File: config.mk
export PLATFORM = sky130hd
export DESIGN_NAME = weight_loader
export DESIGN_NICKNAME = d
export VERILOG_FILES = /design/src/rtl/weight_loader_pkg.sv /design/src/rtl/weight_loader.sv
export SDC_FILE = /design/constraint.sdc
export NUM_CORES = 1
export LEC_CHECK = 0
export BUFFER_PORTS_ARGS = -buffer_cell sky130_fd_sc_hd__buf_2
export CAP_MARGIN = 20
export CORE_ASPECT_RATIO = 0.9
export CORE_MARGIN = 3
export CORE_UTILIZATION = 50
export DETAILED_ROUTE_END_ITERATION = 10
export HOLD_SLACK_MARGIN = 0.06
export PLACE_DENSITY = 0.81
export SYNTH_ARGS = -nofsm -noshare
export SYNTH_HDL_FRONTEND = slang
export SYNTH_SLANG_ARGS = --single-unit
File: constraint.sdc
create_clock -name clk_i -period 6.8 [get_ports clk_i]
set_clock_uncertainty 0.15 [all_clocks]
set_input_delay 1.36 -clock clk_i [delete_from_list [all_inputs] [get_ports clk_i]]
set_output_delay 1.36 -clock clk_i [all_outputs]
set_load 0.05 [all_outputs]
File: src/rtl/weight_loader_pkg.sv
// Shared definitions for the weight-loading path: channel count, ROM geometry,
// the packed weight-line type and the loader state encoding.
package weight_loader_pkg;

    localparam int K_CHANNELS        = 6;
    localparam int ROM_WEIGHTS_WIDTH = 8;
    localparam int ROM_WEIGHTS_DEPTH = 64;
    localparam int LANE_W            = (K_CHANNELS > 1) ? $clog2(K_CHANNELS) : 1;

    typedef logic [K_CHANNELS-1:0][ROM_WEIGHTS_WIDTH-1:0] weight_line_t;

    typedef enum logic [1:0] {
        IDLE = 2'd0,
        LOAD = 2'd1,
        DONE = 2'd2
    } loader_state_t;

endpackage

File: src/rtl/weight_loader.sv
// Packs a byte stream into K_CHANNELS-wide lines and writes DEPTH lines to an external weight memory.
// Latency: a line is written the cycle after its last byte is accepted; done_o follows one cycle later.
// Backpressure: s_ready_o is high for the whole LOAD state only; bubbles on s_valid_i simply stall packing.
module weight_loader
    import weight_loader_pkg::*;
#(
    parameter int WIDTH   = ROM_WEIGHTS_WIDTH,
    parameter int DEPTH   = ROM_WEIGHTS_DEPTH,
    parameter int DEPTH_W = $clog2(DEPTH)
) (
    input  logic                          clk_i,
    input  logic                          rst_i,
    input  logic                          start_i,
    input  logic                          abort_i,
    input  logic [WIDTH-1:0]              s_data_i,
    input  logic                          s_valid_i,
    output logic                          s_ready_o,
    output logic                          wr_en_o,
    output logic [DEPTH_W-1:0]            wr_addr_o,
    output logic [K_CHANNELS*WIDTH-1:0]   wr_data_o,
    output logic                          busy_o,
    output logic                          done_o,
    output logic                          loaded_o
);

    loader_state_t                      state;
    logic [LANE_W-1:0]                  lane_cnt;
    logic [DEPTH_W-1:0]                 addr_cnt;
    logic [K_CHANNELS-1:0][WIDTH-1:0]   line_q;
    logic [K_CHANNELS-1:0][WIDTH-1:0]   next_line;
    logic                               lane_last;
    logic                               addr_last;

    assign s_ready_o = (state == LOAD);
    assign busy_o    = (state == LOAD);
    assign lane_last = (lane_cnt == LANE_W'(K_CHANNELS - 1));
    assign addr_last = (addr_cnt == DEPTH_W'(DEPTH - 1));

    // Current line with the incoming byte dropped into the lane being filled.
    always_comb begin
        next_line = line_q;
        for (int k = 0; k < K_CHANNELS; k++) begin
            if (lane_cnt == LANE_W'(k)) begin
                next_line[k] = s_data_i;
            end
        end
    end

    always_ff @(posedge clk_i or posedge rst_i) begin
        if (rst_i) begin
            state     <= IDLE;
            lane_cnt  <= '0;
            addr_cnt  <= '0;
            line_q    <= '0;
            wr_en_o   <= 1'b0;
            wr_addr_o <= '0;
            wr_data_o <= '0;
            done_o    <= 1'b0;
            loaded_o  <= 1'b0;
        end else begin
            wr_en_o <= 1'b0;
            done_o  <= 1'b0;
            case (state)
                IDLE: begin
                    if (start_i) begin
                        state    <= LOAD;
                        lane_cnt <= '0;
                        addr_cnt <= '0;
                        loaded_o <= 1'b0;
                    end
                end
                LOAD: begin
                    // Abort beats a byte arriving in the same cycle; the partial line is dropped.
                    if (abort_i) begin
                        state    <= IDLE;
                        lane_cnt <= '0;
                    end else if (s_valid_i) begin
                        if (lane_last) begin
                            lane_cnt  <= '0;
                            wr_en_o   <= 1'b1;
                            wr_addr_o <= addr_cnt;
                            wr_data_o <= next_line;
                            if (addr_last) begin
                                state <= DONE;
                            end else begin
                                addr_cnt <= addr_cnt + 1'b1;
                            end
                        end else begin
                            line_q   <= next_line;
                            lane_cnt <= lane_cnt + 1'b1;
                        end
                    end
                end
                DONE: begin
                    state    <= IDLE;
                    done_o   <= 1'b1;
                    loaded_o <= 1'b1;
                end
                default: state <= IDLE;
            endcase
        end
    end

endmodule

## After elaboration in Yosys (flattened, before gate mapping)

Index checks and enable logic that the tools add are counted.

| word-level totals | value |
|---|---|
| register bits | 116 |
| input port bits | 13 |
| output and inout port bits | 59 |
| logic and storage cells | 74 |

| operators by class | value |
|---|---|
| equality and inequality tests | 16 |
| reductions and logical operators | 10 |
| add/sub/neg operators | 2 |
| bitwise operators | 2 |
| muxes and demuxes | 30 |

Operators with widths:

| operator | number |
|---|---|
| two-way mux 8 bit | 6 |
| two-way mux 6 bit | 5 |
| two-way mux 3 bit | 4 |
| case mux 6 bit (2 select lines) | 1 |
| AND reduction 4 bit | 3 |
| two-way mux 2 bit | 5 |
| inequality test 2 bit, second input constant | 4 |
| adder 6 x 1 -> 6 bit, second input constant | 1 |
| equality test 3 x 2 -> 1 bit, second input constant | 2 |
| equality test 3 bit, second input constant | 2 |
| equality test 6 bit, second input constant | 1 |
| two-way mux 1 bit | 6 |
| inequality test 3 x 2 -> 1 bit, second input constant | 2 |
| case mux 3 bit (2 select lines) | 1 |
| AND reduction 6 bit | 1 |
| case mux 2 bit (2 select lines) | 1 |
| nonzero test 2 bit | 2 |
| adder 3 x 1 -> 3 bit, second input constant | 1 |
| equality test 3 x 1 -> 1 bit, second input constant | 1 |
| zero test 3 bit | 1 |
| inequality test 3 bit, second input constant | 1 |
| AND reduction 3 bit | 1 |
| equality test 2 x 1 -> 1 bit, second input constant | 1 |
| equality test 2 bit, second input constant | 1 |
| 5 further kinds | 6 |

## Depth between registers and ports, before layout

Gate-level depths: netlist (run 1).

| logic depth | value |
|---|---|
| depth after elaboration | 6 |
| gate-level depth with buffers | 9 |
| mapped depth without buffers | 5 |

## Least setup slack after synthesis (run 1)

OpenSTA, ideal clock, no wires.

| timing | value |
|---|---|
| kind | input to register |
| from | input abort_i |
| to | register line_q[10] (netlist bit) |
| slack | 4031 ps |
| stages | 4 |
| buffers on the path | 1 |
| required time | 6525 ps |
| data arrival time | 2494 ps |
| library setup time | 125 ps |
| cells stage by stage | nand4bb_1 buf_4 nor4b_4 mux2_2 |

| between the ends | value |
|---|---|
| word-level cells in the longest chain between the ends | 2 |

Ends and longest elaborated chain:

| item | RTL line | source |
|---|---|---|
| start, declared | weight_loader.sv:14 | `input logic abort_i,` |
| inverter 1 bit (no source line) | -- |  |
| AND reduction 4 bit (no source line) | -- |  |
| end signal, assigned | weight_loader.sv:89 | `line_q <= next_line;` |
| end, declared | weight_loader.sv:29 | `logic [K_CHANNELS-1:0][WIDTH-1:0] line_q;` |

Every way passes these cells.
A chain may end at the register's enable or synchronous reset.

## Worst setup path after layout (run 1)

| timing | value |
|---|---|
| from | input abort_i |
| to | register line_q[18] (netlist bit) |

Same word-level chain as after synthesis.

==> impl_metrics.tcl, run 1 <==
set metrics [dict create \
    outcome "complete, no violations" \
    slew_violations 0 \
    slew_headroom 0.394 \
    clkTransAtPathRegs_ps 100 \
    fmax_mhz 331 \
    start_kind "primary input" \
    avgSynthCellArea_um2 11.1 \
    grt_pass1_wl_um 14700 \
    cts_resized 0 \
    cts_hold_buf 0 \
    syn_to_final_growth_pct 14.7 \
    clock_sinks 108 \
    hpwl_um 6120 \
    tightest_slew_ps 908 \
    core-area_um2 8260 \
    initial_core_util 0.528 \
    hold_path_depth 2 \
    tns_ps 0 \
    syn-num-nets 408 \
    grt_pass1_vias 2917 \
    die_area_um2 9880 \
    cts_root_buffer "clkbuf_8" \
    max-cap-violations 0 \
    ios 72 \
    worst_slack_ps 3780 \
    seq_area_frac_synth 0.620 \
    overflow 0 \
    final_area_um2 5000 \
    leakagePower_uw 0.00275 \
    ys.warnings.count 0 \
    nets 474 \
    r2r_start "lane_cnt[1]" \
    clock_path_buffers 2 \
    required_ps 6900 \
    ff2ff_setup_slack_ps 4400 \
    startpoint "abort_i" \
    cts_made_buffers 9 \
    die_h_um 94.6 \
    ys_types 36 \
    vias_per_cell 5.14 \
    final_util 0.605 \
    grt_max_degree 75 \
    hold_class "register to register" \
    netlist_area_um2 4360 \
    postPlaceCellArea_um2 4790 \
    final.min_clock_period_ps 3020 \
    crit_type "primary input to register" \
    io_buffer_count 71 \
    cp_data_arrival_time_ps 3120 \
    synth_edf_count 0 \
    dr.pass1.iters 4 \
    worstHoldEndpoint "wr_addr_o[4]" \
    drive_above_1_share 0.295 \
    clkLatencyLatePin_ps 360 \
    ant_nets 0 \
    dp_worst_setup_slack_ps 3410 \
    crit_path_end_kind "register" \
    fin_crit_sh 0.444 \
    reg2regPathDepth 6 \
    ctsHtreeMaxLevel 3 \
    drcViolationCount 0 \
    post-cts-setup-buffers 0 \
    synth_area_leaders "dfrtp_1, nand2_1, mux2_2, mux2i_1, o21ai_0" \
    rows 31 \
    syn_inst 393 \
    finalHoldViolCount 0 \
    rsz0062_at_grt "no" \
    yosysTopAreaCell "dfrtp_1" \
    cts_tree "yes" \
    yosysTopAreaCellShare 0.620 \
    synth_top_flop_cell "dfrtp_1" \
    synth-seq-cells 108 \
    wl_per_cell_um 15.4 \
    gp_congestion 0.879 \
    num_vias 2974 \
    power_density_nw_per_um2 251 \
    synthArstFlopShare 1.00 \
    ir_drop_uv 162 \
    hp-start "wr_addr_o[4]" \
    die_w_um 104 \
    grtUsageTotal 0.190 \
    reg2reg_to "addr_cnt[2]" \
    fill_cells 663 \
    wl_um 8900 \
    setup_viol 0 \
    crit_path_max_fanout 8 \
    antenna_found_initial 0 \
    diodes 0 \
    drt_iter0_drc 229 \
]
[layout make-up]
type	count	area [um^2]	share of cell area
Clock inverter	7	90.1	0.0180
Tap cell	115	144	0.0288
Clock buffer	9	124	0.0248
Timing Repair Buffer	74	378	0.0756
Inverter	5	21.3	0.00425
Sequential cell	108	2700	0.540
Multi-Input combinational cell	261	1540	0.308
[cells in the final DEF, fill, tap and decap left out, types with 4 or more instances in the layout]
master	n
nand3_1	9
mux2i_1	8
nand2_1	152
dfrtp_1	108
buf_2	71
mux2_2	40
nor2_1	4
o21ai_0	13
inv_6	4
clkbuf_8	9
inv_1	4
[per-layer routing]
metal | vias up | global-route usage | routed length [um]
li1 | 1425 | - | -
met1 | 1455 | 0.254 | 4030
met2 | 84 | 0.316 | 4330
met3 | 10 | 0.0328 | 432
met4 | 0 | 0.0720 | 108
met5 | - | 0 | 0
[registers in the layout, indices dropped and copies added, names as in the netlist]
name       flops
wr_en_o        1
lane_cnt       3
loaded_o       1
addr_cnt       6
line_q        40
done_o         1
wr_addr_o      6
wr_data_o     48
state          2
[worst max-delay path by stage]
stage	end	slack [ps]	cells after the start
after CTS	busy_o	3790	3
after detailed placement	line_q[18]	3410	5
after floorplan	addr_cnt[0]	2440	1
after global routing	addr_cnt[2]	3660	7
final	line_q[18]	3780	5
after global placement	line_q[17]	3500	5
[cell usage after synthesis (2+ instances only)]
| cell | n |
|---|---|
| ha_1 | 2 |
| nor2_1 | 4 |
| nand2_1 | 152 |
| nor3b_1 | 2 |
| nor2b_1 | 2 |
| a21oi_1 | 2 |
| a21o_1 | 3 |
| and3_1 | 2 |
| dfrtp_1 | 108 |
| inv_1 | 5 |
| nor4_4 | 2 |
| mux2i_1 | 8 |
| buf_4 | 4 |
| and2_1 | 2 |
| nand3_1 | 10 |
| o21ai_0 | 13 |
| mux2_2 | 40 |
| buf_2 | 12 |
| nand2b_1 | 3 |
[logic make-up (layout without fill, tap and decap cells)]
kind of cell / count (synthesis) / count (layout) / share of synthesized area
flops: 108 / 108 / 0.620
buf+inv: 24 / 95 / 0.0278
mux: 48 / 48 / 0.122
simple gates: 187 / 187 / 0.190
compound gates: 24 / 24 / 0.0353
fa+ha+maj: 2 / 2 / 0.00574
[stage by stage]
step	total power, uW	hold slack [ps]	std cells
6_report	1250	328	579
5_1_grt	1310	349	579
4_1_cts	1270	332	579
3_5_place_dp	861	306	563
3_3_place_gp	851	298	563
2_1_floorplan	824	285	393
[critical path, cell delays in order]
cell	delay [ps]
buf_2	110
nand4bb_1	510
nor2_1	310
and3_1	420
mux2_2	390
[report_power, final]
part           internal (uW)  leakage [uW]  switching, uW
Sequential               699       0.00147           38.7
Clock                    180      0.000108            228
Combinational           53.7       0.00117           55.3
Total                    932       0.00275            322
Note: power is estimated with default switching activity, not from simulation.
==> run 2, diff against run 1 <==
--- a/config.mk
+++ b/config.mk
@@ -5,6 +5,7 @@
 export SDC_FILE = /design/constraint.sdc
 export NUM_CORES = 1
 export LEC_CHECK = 0
+export ABC_AREA = 1
 export BUFFER_PORTS_ARGS = -buffer_cell sky130_fd_sc_hd__buf_2
 export CAP_MARGIN = 20
 export CORE_ASPECT_RATIO = 0.9
@@ -12,7 +13,7 @@
 export CORE_UTILIZATION = 50
 export DETAILED_ROUTE_END_ITERATION = 10
 export HOLD_SLACK_MARGIN = 0.06
-export PLACE_DENSITY = 0.81
+export PLACE_DENSITY = 0.8
 export SYNTH_ARGS = -nofsm -noshare
 export SYNTH_HDL_FRONTEND = slang
 export SYNTH_SLANG_ARGS = --single-unit
==> constraint.sdc (replaced) <==
create_clock -name clk_i -period 2.8 [get_ports clk_i]
set_clock_uncertainty 0.15 [all_clocks]
set_input_delay 0.56 -clock clk_i [delete_from_list [all_inputs] [get_ports clk_i]]
set_output_delay 0.56 -clock clk_i [all_outputs]
set_load 0.05 [all_outputs]
==> impl_metrics.tcl, run 2 <==
set metrics [dict create \
    outcome "complete, no violations" \
    top_regs "line_q: 48 flops, wr_data_o: 48 flops" \
    wl_met2_um 5740 \
    seq_area_frac_synth 0.567 \
    drcViolationCount 0 \
    r2r_start "lane_cnt[0]" \
    num_vias 4262 \
    synth.most_common_cell "nand2_1" \
    critical_path.top_delay_family "buffers and inverters" \
    syn-num-nets 648 \
    ys_types 22 \
    synth_commonest_cells "nand2_1, dfrtp_1, o21ai_0" \
    met3_length_um 661 \
    crit_type "register to output pin" \
    synth_area_leaders "dfrtp_1, nand2_1, o21ai_0, inv_1, clkbuf_1" \
    grt_max_degree 117 \
    cpMaxStageDelayCell "dfrtp_1" \
    initial_core_util 0.521 \
    syn_to_final_growth_pct 19.6 \
    hold_class "primary input to async pin" \
    final.min_clock_period_ps 2070 \
    clkLatencyLatePin_ps 410 \
    cts_resized 0 \
    crit_path_end_kind "output pin" \
    io_buffer_count 71 \
    p_int_uw 3620 \
    top_layer "met4" \
    tightest_slew_ps 600 \
    core-area_um2 9830 \
    rsz0062_at_grt "no" \
    vias_per_cell 5.14 \
    p_comb_frac 0.195 \
    yosysTopAreaCellShare 0.567 \
    p_seq_frac 0.391 \
    wl_per_cell_um 14.1 \
    drt_iter0_drc 300 \
    ctsHtreeMaxLevel 4 \
    ir_drop_uv 470 \
    synth_top_flop_cell "dfrtp_1" \
    yosysTopAreaCell "dfrtp_1" \
    overflow 0 \
    cts_made_buffers 17 \
    cts_tree "yes" \
    clock_sinks 116 \
    grt_pass1_vias 4245 \
    setup_viol 0 \
    crit_path_max_fanout 10 \
    swShare 0.317 \
    synth-seq-cells 116 \
    path_buf_inv 3 \
    power_density_nw_per_um2 866 \
    ys.warnings.count 0 \
    clock_path_buffers 2 \
    cts_hold_buf 0 \
    clkTransAtPathRegs_ps 60 \
    start_kind "register" \
    slew_headroom 0.600 \
    dr.pass1.iters 5 \
    wl_um 11700 \
    clockPowerShare 0.414 \
    fill_cells 818 \
    die_w_um 113 \
    crit_chain "inv_2, nand2_4, inv_1, buf_2" \
    ant_nets 0 \
    grtUsageTotal 0.219 \
    cp_data_arrival_time_ps 1360 \
    hpwl_um 7490 \
    synthArstFlopShare 1.00 \
    gp_congestion 0.820 \
    leakagePower_uw 0.00341 \
    diodes 0 \
    drive_above_1_share 0.174 \
    synth_edf_count 0 \
    die_area_um2 11500 \
    post-cts-setup-buffers 0 \
    final_cell_mix "nand2_1, dfrtp_1, o21ai_0, buf_2, inv_1" \
    max-cap-violations 0 \
    slowest_delay_ps 370 \
    syn_inst 633 \
    hold_slack_ps 178 \
    fin_crit_sh 0.739 \
    tns_ps 0 \
    slew_violations 0 \
    power_switching_uw 1680 \
    nets 705 \
    startpoint "state[1]" \
    die_h_um 102 \
    ios 72 \
    antenna_found_initial 0 \
    rows 34 \
    fmax_mhz 483 \
    required_ps 2090 \
    avgSynthCellArea_um2 8.09 \
    cts_root_buffer "clkbuf_16" \
    netlist_area_um2 5120 \
    wl_met1_um 5150 \
    layout_commonest_cell "nand2_1" \
    finalHoldViolCount 0 \
    grt_pass1_wl_um 20000 \
]
[run 2: kinds of logic after synthesis]
family / synth area share
flip-flops: 0.567
AND/OR/NAND/NOR: 0.261
AO/OA/AOI/OAI: 0.100
buffers and inverters: 0.0665
adder cells (fa/ha/maj): 0.00489
[run 2: power groups by stage]
stage	Combinational (uW)	Clock [uW]	Sequential, uW
CTS	1030	2220	2070
global route	1170	2300	2110
global placement	960	0	2080
finish	1030	2190	2070
floorplan	789	0	2100
detailed placement	1020	0	2100
[run 2: path summary, 6_finish.rpt]
check / endpoint / slack [ps] / cells after the start
max reg2reg: line_q[25] / 760 / 7
max in group asynchronous: line_q[42] / 1880 / 3
max: s_ready_o / 730 / 4
min reg2reg: line_q[40] / 230 / 0
min: wr_addr_o[4] / 180 / 3
min in group clk_i: line_q[40] / 230 / 0
[run 2: final cells by class]
type,instances,area (um^2),area share
Clock buffer,17,425,0.0695
Clock inverter,15,179,0.0292
Inverter,37,143,0.0233
Multi-Input combinational cell,441,1880,0.306
Sequential cell,116,2900,0.474
Tap cell,126,158,0.0258
Timing Repair Buffer,77,438,0.0715
[run 2: worst reg2reg max path: stages, from the launching register on]
cell	delay (ps)
dfrtp_1	470
nand3_2	140
inv_2	240
buf_4	390
nor2_4	130
buf_12	200
nand2_1	90
o21ai_0	100
[run 2: metal layers]
metal  GRT usage  vias to the layer above
met2       0.370                      127
li1            -                     2089
met4      0.0647                        0
met1       0.286                     2037
met5           0                        -
met3      0.0527                        9
[run 2: stage by stage]
| step | cell area [um^2] | instances | worst slack [ps] | total power [uW] | util |
|---|---|---|---|---|---|
| 3_5_place_dp | 5520 | 797 | 663 | 3110 | 0.561 |
| 6_report | 6120 | 829 | 732 | 5300 | 0.623 |
| 2_1_floorplan | 5120 | 633 | 677 | 2890 | - |
| 3_3_place_gp | 5520 | 797 | 770 | 3040 | 0.561 |
| 4_1_cts | 6120 | 829 | 711 | 5320 | 0.623 |
| 5_1_grt | 6120 | 829 | 588 | 5580 | 0.623 |
